===== src/rtl/conv_window_gen.sv =====
// ---------------------------------------------------------------------------
// conv_window_gen
//
// Sliding-window producer for the 5x5 binary convolution block. Takes a
// raster-order stream of signed 32-bit feature-map pixels for a square map
// of side Ni (N0 or N1, chosen at start) and, for every accepted pixel,
// presents one vertical column of five pixels taken from the same x position
// of rows y-4..y. The conv block shifts these columns sideways to build its
// 5x5 window. Four circular line buffers hold the previous four rows.
//
// Ports:
//   clk        rising-edge clock
//   rst        synchronous active-high reset
//   start      single-cycle pulse that begins a frame (only honoured when idle)
//   state      layer select sampled with start: 0 -> Ni=N0, 1 -> Ni=N1
//   din        signed pixel, raster order
//   din_valid  din carries a pixel this cycle
//   taps       {row y-4, y-3, y-2, y-1, y} at column x, DW bits each
//   tvalid     taps holds a complete column (y >= 4)
//   wvalid     the conv shift registers now hold a full window (y>=4, x>=4)
//   col, row   x / y of the column on taps
//   busy       frame in progress
//   done       one-cycle pulse at frame completion
// ---------------------------------------------------------------------------
module conv_window_gen #(
  parameter int K  = 5,
  parameter int DW = 32,
  parameter int N0 = 28,
  parameter int N1 = 12
) (
  input  logic            clk,
  input  logic            rst,
  input  logic            start,
  input  logic            state,
  input  logic [DW-1:0]   din,
  input  logic            din_valid,
  output logic [K*DW-1:0] taps,
  output logic            tvalid,
  output logic            wvalid,
  output logic [4:0]      col,
  output logic [4:0]      row,
  output logic            busy,
  output logic            done
);

  localparam logic [1:0] S_IDLE = 2'd0;
  localparam logic [1:0] S_RUN  = 2'd1;
  localparam logic [1:0] S_FIN  = 2'd2;

  localparam logic [4:0] NI0 = 5'(N0);
  localparam logic [4:0] NI1 = 5'(N1);

  logic [1:0]    fsm;
  logic [4:0]    ni;
  logic [4:0]    x;
  logic [4:0]    y;
  logic [4:0]    p;

  // Storage is always sized for the larger map; the smaller layer simply
  // uses the low Ni entries.
  logic [DW-1:0] lb0 [N0];
  logic [DW-1:0] lb1 [N0];
  logic [DW-1:0] lb2 [N0];
  logic [DW-1:0] lb3 [N0];

  logic [DW-1:0] rd0;
  logic [DW-1:0] rd1;
  logic [DW-1:0] rd2;
  logic [DW-1:0] rd3;

  logic          accept;
  logic          last_col;
  logic          last_row;
  logic          last_ptr;

  assign accept   = (fsm == S_RUN) && din_valid;
  assign last_col = (x == ni - 5'd1);
  assign last_row = (y == ni - 5'd1);
  assign last_ptr = (p == ni - 5'd1);

  // Asynchronous reads give the values stored one, two, three and four rows
  // ago at this column; the write below lands at the same edge, so each
  // buffer is effectively read-before-write.
  assign rd0 = lb0[p];
  assign rd1 = lb1[p];
  assign rd2 = lb2[p];
  assign rd3 = lb3[p];

  // Line buffers cascade: each row of data moves one buffer deeper every time
  // the pointer passes over it. No reset is needed because rows 0-3 of a
  // frame rewrite every location before anything from them reaches tvalid.
  always_ff @(posedge clk) begin
    if (!rst && accept) begin
      lb0[p] <= din;
      lb1[p] <= rd0;
      lb2[p] <= rd1;
      lb3[p] <= rd2;
    end
  end

  // Frame control, counters and the registered output column. The valid
  // flags default low so that they only pulse on the cycle after an
  // accepted pixel; taps/col/row hold otherwise.
  always_ff @(posedge clk) begin
    if (rst) begin
      fsm    <= S_IDLE;
      ni     <= NI0;
      x      <= 5'd0;
      y      <= 5'd0;
      p      <= 5'd0;
      taps   <= '0;
      tvalid <= 1'b0;
      wvalid <= 1'b0;
      col    <= 5'd0;
      row    <= 5'd0;
    end else begin
      tvalid <= 1'b0;
      wvalid <= 1'b0;
      case (fsm)
        S_IDLE: begin
          if (start) begin
            ni  <= state ? NI1 : NI0;
            x   <= 5'd0;
            y   <= 5'd0;
            p   <= 5'd0;
            fsm <= S_RUN;
          end
        end
        S_RUN: begin
          if (din_valid) begin
            taps   <= {rd3, rd2, rd1, rd0, din};
            col    <= x;
            row    <= y;
            tvalid <= (y >= 5'd4);
            wvalid <= (y >= 5'd4) && (x >= 5'd4);
            p      <= last_ptr ? 5'd0 : p + 5'd1;
            if (last_col) begin
              x <= 5'd0;
              // y is left at Ni-1 on the final pixel; it is cleared by the
              // next start.
              if (last_row) begin
                fsm <= S_FIN;
              end else begin
                y <= y + 5'd1;
              end
            end else begin
              x <= x + 5'd1;
            end
          end
        end
        S_FIN: begin
          fsm <= S_IDLE;
        end
        default: begin
          fsm <= S_IDLE;
        end
      endcase
    end
  end

  // FIN is entered on the same edge that loads the final column, so decoding
  // the state lines up done with that column's tvalid.
  assign busy = (fsm == S_RUN);
  assign done = (fsm == S_FIN);

endmodule


===== config.mk =====
export PLATFORM = sky130hd
export DESIGN_NAME = conv_window_gen
export DESIGN_NICKNAME = d
export VERILOG_FILES = /design/src/rtl/conv_window_gen.sv
export SDC_FILE = /design/constraint.sdc
export NUM_CORES = 2
export LEC_CHECK = 0
export ABC_AREA = 1
export CELL_PAD_IN_SITES_DETAIL_PLACEMENT = 1
export CELL_PAD_IN_SITES_GLOBAL_PLACEMENT = 1
export CORE_MARGIN = 2
export CORE_UTILIZATION = 38
export DETAILED_ROUTE_END_ITERATION = 8
export PLACE_DENSITY_LB_ADDON = 0.1
export SYNTH_ARGS = -nofsm -noshare
export SYNTH_HDL_FRONTEND = slang
export SYNTH_SLANG_ARGS = --single-unit

===== constraint.sdc =====
create_clock -name clk -period 8.65 [get_ports clk]
set_clock_uncertainty 0.1 [all_clocks]
set_input_delay 1.73 -clock clk [delete_from_list [all_inputs] [get_ports clk]]
set_output_delay 1.73 -clock clk [all_outputs]
set_load 0.01 [all_outputs]

**After elaboration in Yosys (flattened, before gate mapping)**

Memories as Yosys holds them, arrays and structs flattened. A register that Yosys moved wholly into a read port is not among the register bits.
Cells that the tools add are included.

- Add/sub/neg operators: 4
- Order comparisons: 2
- Equal/unequal tests: 10
- Multiplexer cells: 25
- Bitwise logic cells: 2
- Reductions and logical operators: 12

Operator list:

| operator | count |
|---|---|
| 2-to-1 mux 5 bit | 15 |
| one-hot mux 5 bit (2 select lines) | 3 |
| adder 5 x 1 -> 5 bit, second input constant | 3 |
| == test 5 bit | 3 |
| greater-or-equal comparator 5 x 3 -> 1 bit, second input constant | 2 |
| 2-to-1 mux 2 bit | 4 |
| != test 2 bit, second input constant | 3 |
| AND reduction 5 bit | 1 |
| subtractor 5 x 1 -> 5 bit, second input constant | 1 |
| != test 2 x 1 -> 1 bit, second input constant | 2 |
| one-hot mux 2 bit (2 select lines) | 1 |
| AND reduction 2 bit | 2 |
| AND reduction 4 bit | 1 |
| logical AND 1 bit | 3 |
| AND reduction 3 bit | 1 |
| OR reduction 3 bit | 1 |
| == test 2 x 1 -> 1 bit, second input constant | 1 |
| == test 2 bit, second input constant | 1 |
| zero test 2 bit | 1 |
| 2-to-1 mux 1 bit | 2 |
| inverter 1 bit | 2 |
| nonzero test 2 bit | 1 |
| zero test 1 bit | 1 |

- Bits in registers: 194
- RAM bits: 3584
- Bits of input ports: 37
- Output and inout bits: 174
- Logic and storage cells: 69
- Memories: 4

Memories:

| name | depth | bits a word | read ports | clocked after memory_dff | write ports | line | RTL |
|---|---|---|---|---|---|---|---|
| lb0 | 28 | 32 | 1 | 1 | 1 | 61 | `logic [DW-1:0] lb0 [N0];` |
| lb1 | 28 | 32 | 1 | 1 | 1 | 62 | `logic [DW-1:0] lb1 [N0];` |
| lb2 | 28 | 32 | 1 | 1 | 1 | 63 | `logic [DW-1:0] lb2 [N0];` |
| lb3 | 28 | 32 | 1 | 1 | 1 | 64 | `logic [DW-1:0] lb3 [N0];` |

**Depth between registers and ports, before layout**

- Depth in word-level cells: 7
- Mapped depth: 14
- Gate-level depth less buffers: 11

**Worst setup path before layout**

No wires, ideal clock.

- Kind: input -> register
- Start point: in din_valid
- End point: mem lb0[0][0] (enable)
- Setup time: 0.617 ns
- Data arrival time: 7.552 ns
- Slack: 0.381 ns
- Cell stages on the path: 4
- Cell sequence: nand2_1 -> nor2_1 -> nand2_1 -> nor2_1

- Longest elaborated chain between the ends: 4

Ends and longest elaborated chain:

| element | line | RTL |
|---|---|---|
| start: declaration | 36 | `input logic din_valid,` |
| logical AND 1 bit | 76 | `assign accept = (fsm == S_RUN) && din_valid;` |
| logical AND 1 bit | 93 | `if (!rst && accept) begin` |
| 2-to-1 mux 1 bit | 93 |  |
| 2-to-1 mux 1 bit (implied by the code) | 94 | `lb0[p] <= din;` |
| end: declaration | 61 |  |

Every way passes these cells.

**Final worst setup path**

- Start point: in din_valid
- End point: mem lb1[18][3] (enable)

- Longest elaborated chain between the ends: 4

Ends and longest elaborated chain:

| element | line | RTL |
|---|---|---|
| logical AND 1 bit | 76 |  |
| logical AND 1 bit | 93 |  |
| 2-to-1 mux 1 bit | 93 |  |
| 2-to-1 mux 1 bit (implied by the code) | 95 | `lb1[p] <= rd0;` |
| end: declaration | 62 |  |

Every way passes these cells.

==> impl_results.md <==
- Pwr/cell area: 247 nW/µm²
- Die Ht: 644 µm
- Ys async rst share: 0
- Hpwl dp: 286 mm
- Num CTS Buffers: 420
- Vias in the first global route: 110498
- Ports: 211
- Hold Path Stages: 2
- H-tree Lvls: 5
- Die X-Extent: 644 µm
- DRT iter0 DRCs: 9072
- Clock transition at path regs: 60 ps
- DRC Markers: 0
- CTS Hold Bufs: 0
- Die Footprint: 415000 µm²
- Startpoint types: primary input
- Post-synthesis register bit count: 3779
- R2r setup slk: 3820 ps
- Hold Path Sink: row[4]
- GPL Wtd Cong: 0.765
- RR Endpoint: lb1[18][3]
- Final Hold Fails: 0
- Clock Path Buffers: 4
- Number of setup violations in the final report: 0
- Fin crit share: 0.624
- Vias per cell: 5.32
- Status: complete, no violations
- Worst vdd ir: 154 µV
- Post-synthesis cell type count: 35
- Slowest-stage cell, CP: nor2_4
- Pleak: 68.2 nW
- Row cnt: 235
- Worst Hold Class: flip-flop to flip-flop
- Clk_lat worst skew: 990 ps
- Antenna violations before repair: 17
- Commonest cells post-synth: 4358 x nand2_1, 3584 x edfxtp_1, 2344 x nand3_1
- GRT overflow: 0
- Final Slew Violations: 0
- Drt total wl: 538 mm
- YS warnings: 0
- Remaining antenna violation count: 0
- CP Cell Sequence: clkdlybuf4s50_1 > nand2_4 > nor2_1 > nand2_1 > nor2_4 > buf_4
- Clock Sinks: 3779
- CTS tree: built
- Worst R2R Start: p[3]
- DR vias: 106295
- Max Cap Viol: 0
- RSZ-0062 raised after global routing: no
- Minimum clock period: 5400 ps
- Routed len/inst: 26.9 µm
- CP Class: primary input to flip-flop
- Syn_nets: 14113
- Post-CTS setup buffers: 0
- First-pass GRT wire length: 781 mm
- Area grow syn2layout: 13.9%
- Largest stage delay, worst path: 1210 ps
- Reg2reg path depth: 6
- Placeable Area: 409000 µm²
- Synth area leader: edfxtp_1
- Seq/Total Area, Yosys: 0.716
- Worst Path Max Fanout: 25
- Share of post-route cells with drive strength above 1: 0.0661
- Crit. End Element: flip-flop
- Max Clk Rate: 185 MHz
- Post-route insts no fill: 19978
- Largest net degree at the start of global routing: 189
- Top-area cell type share of the netlist area: 0.691
- Crit path DAT: 5900 ps
- Synth area leaders: edfxtp_1 69%, nand2_1 11%, nand3_1 7.5%
- Clk root buf: clkbuf_16
- # port buffers: 210
- Drt first pass iters: 6
- Initial core utilization: 0.381
- Setup TNS: 0 ps
- Inst Count DP: 19177
- # nets final: 14195
- Mapped Area: 156000 µm²
- Most instantiated library cell after synthesis: nand2_1
- Data required, critical path: 9150 ps
- Tightest Pin Transition: 1450 ps
- GRT Util Overall: 0.256
- Synthesized area per cell: 11.1 µm²
- Worst hold path startpoint: row[4]
- Main synth FF type: edfxtp_1
- EDFF count, synth: 3584
- Cell count after synthesis: 14068
- Cts repair resizes: 0
- Slew margin rel.: 0.0310
## cells by family after synthesis
family,share of synthesized area
simple gates,0.196
flops,0.716
buf+inv,0.0617
compound gates,0.0252
fa+ha+maj,0.000643
xor+xnor,0.000225
## power by group
group / internal (mW) / switching [mW]
Sequential: 20.8 / 0.117
Combinational: 1.06 / 3.74
Clock: 10.6 / 7.55
Total: 32.4 / 11.4
## metal layers
layer	global-route usage	part of all wire	vias up
met1	0.355	0.45	55581
met2	0.436	0.48	2455
met5	0	0	-
met3	0.0222	0.043	679
li1	-	-	47580
met4	0.0567	0.023	0
## state kept, by name (all words and copies together) (netlist names), named ones only
signal and cells:
fsm 2, taps 160, ni 1, lb0 896, y 5, tvalid 1, row 5, lb3 896
p 5, wvalid 1, lb1 896, col 5, lb2 896, x 5
## critical path, delay by kind of cell
family	cells	cell delay, ps
buffers and inverters	2	1140
AND/OR/NAND/NOR	4	2930
## per-stage QoR
stage | utilization | hold slack [ps] | instance area (µm²) | worst slack (ps) | power, mW
final | 0.434 | 367 | 177000 | 3250 | 43.8
after global routing | 0.434 | 390 | 177000 | 3140 | 45.3
after CTS | 0.434 | 367 | 177000 | 3420 | 44.2
after detailed placement | 0.400 | 358 | 163000 | 2380 | 26.1
after global placement | 0.400 | 353 | 163000 | 2450 | 26.0
after floorplan | - | 384 | 156000 | 381 | 24.0
## how the worst max path moves through the flow
stage	end	slack, ps	depth (start not counted)	startpoint
final	lb1[18][3]	3250	6	din_valid
after detailed placement	lb0[18][16]	2380	6	din_valid
after global routing	lb1[18][4]	3140	6	din_valid
after CTS	lb0[18][9]	3420	6	din_valid
after global placement	lb0[18][11]	2450	6	din_valid
after floorplan	lb0[0][0]	380	4	din_valid
## cell type report
type	instances	area, µm²
clock buffers	581	11700
fillers	43628	231000
well taps	5451	6820
diodes	11	27.5
multi-input cells	8047	34800
repair buffers	471	4900
inverters	1431	5450
clock inverters	207	2090
flip-flops and latches	3779	112000
## placed cells by master, fill, tap and decap left out, types with 24 or more instances in the layout
cell	instances
nand2_1	4347
edfxtp_1	3584
nand3_1	2344
inv_1	1417
nor2_1	553
clkbuf_16	431
o21ai_0	360
clkdlybuf4s50_1	203
buf_4	193
dfxtp_1	185
a21oi_1	144
o211ai_1	114
clkbuf_1	111
clkinv_1	76
buf_12	67
clkinv_2	65
o21ai_1	54
clkbuf_8	40
o22ai_1	38
bufinv_16	37
nor2_4	30
or2_2	24
Note: power is estimated with default switching activity, not from simulation.
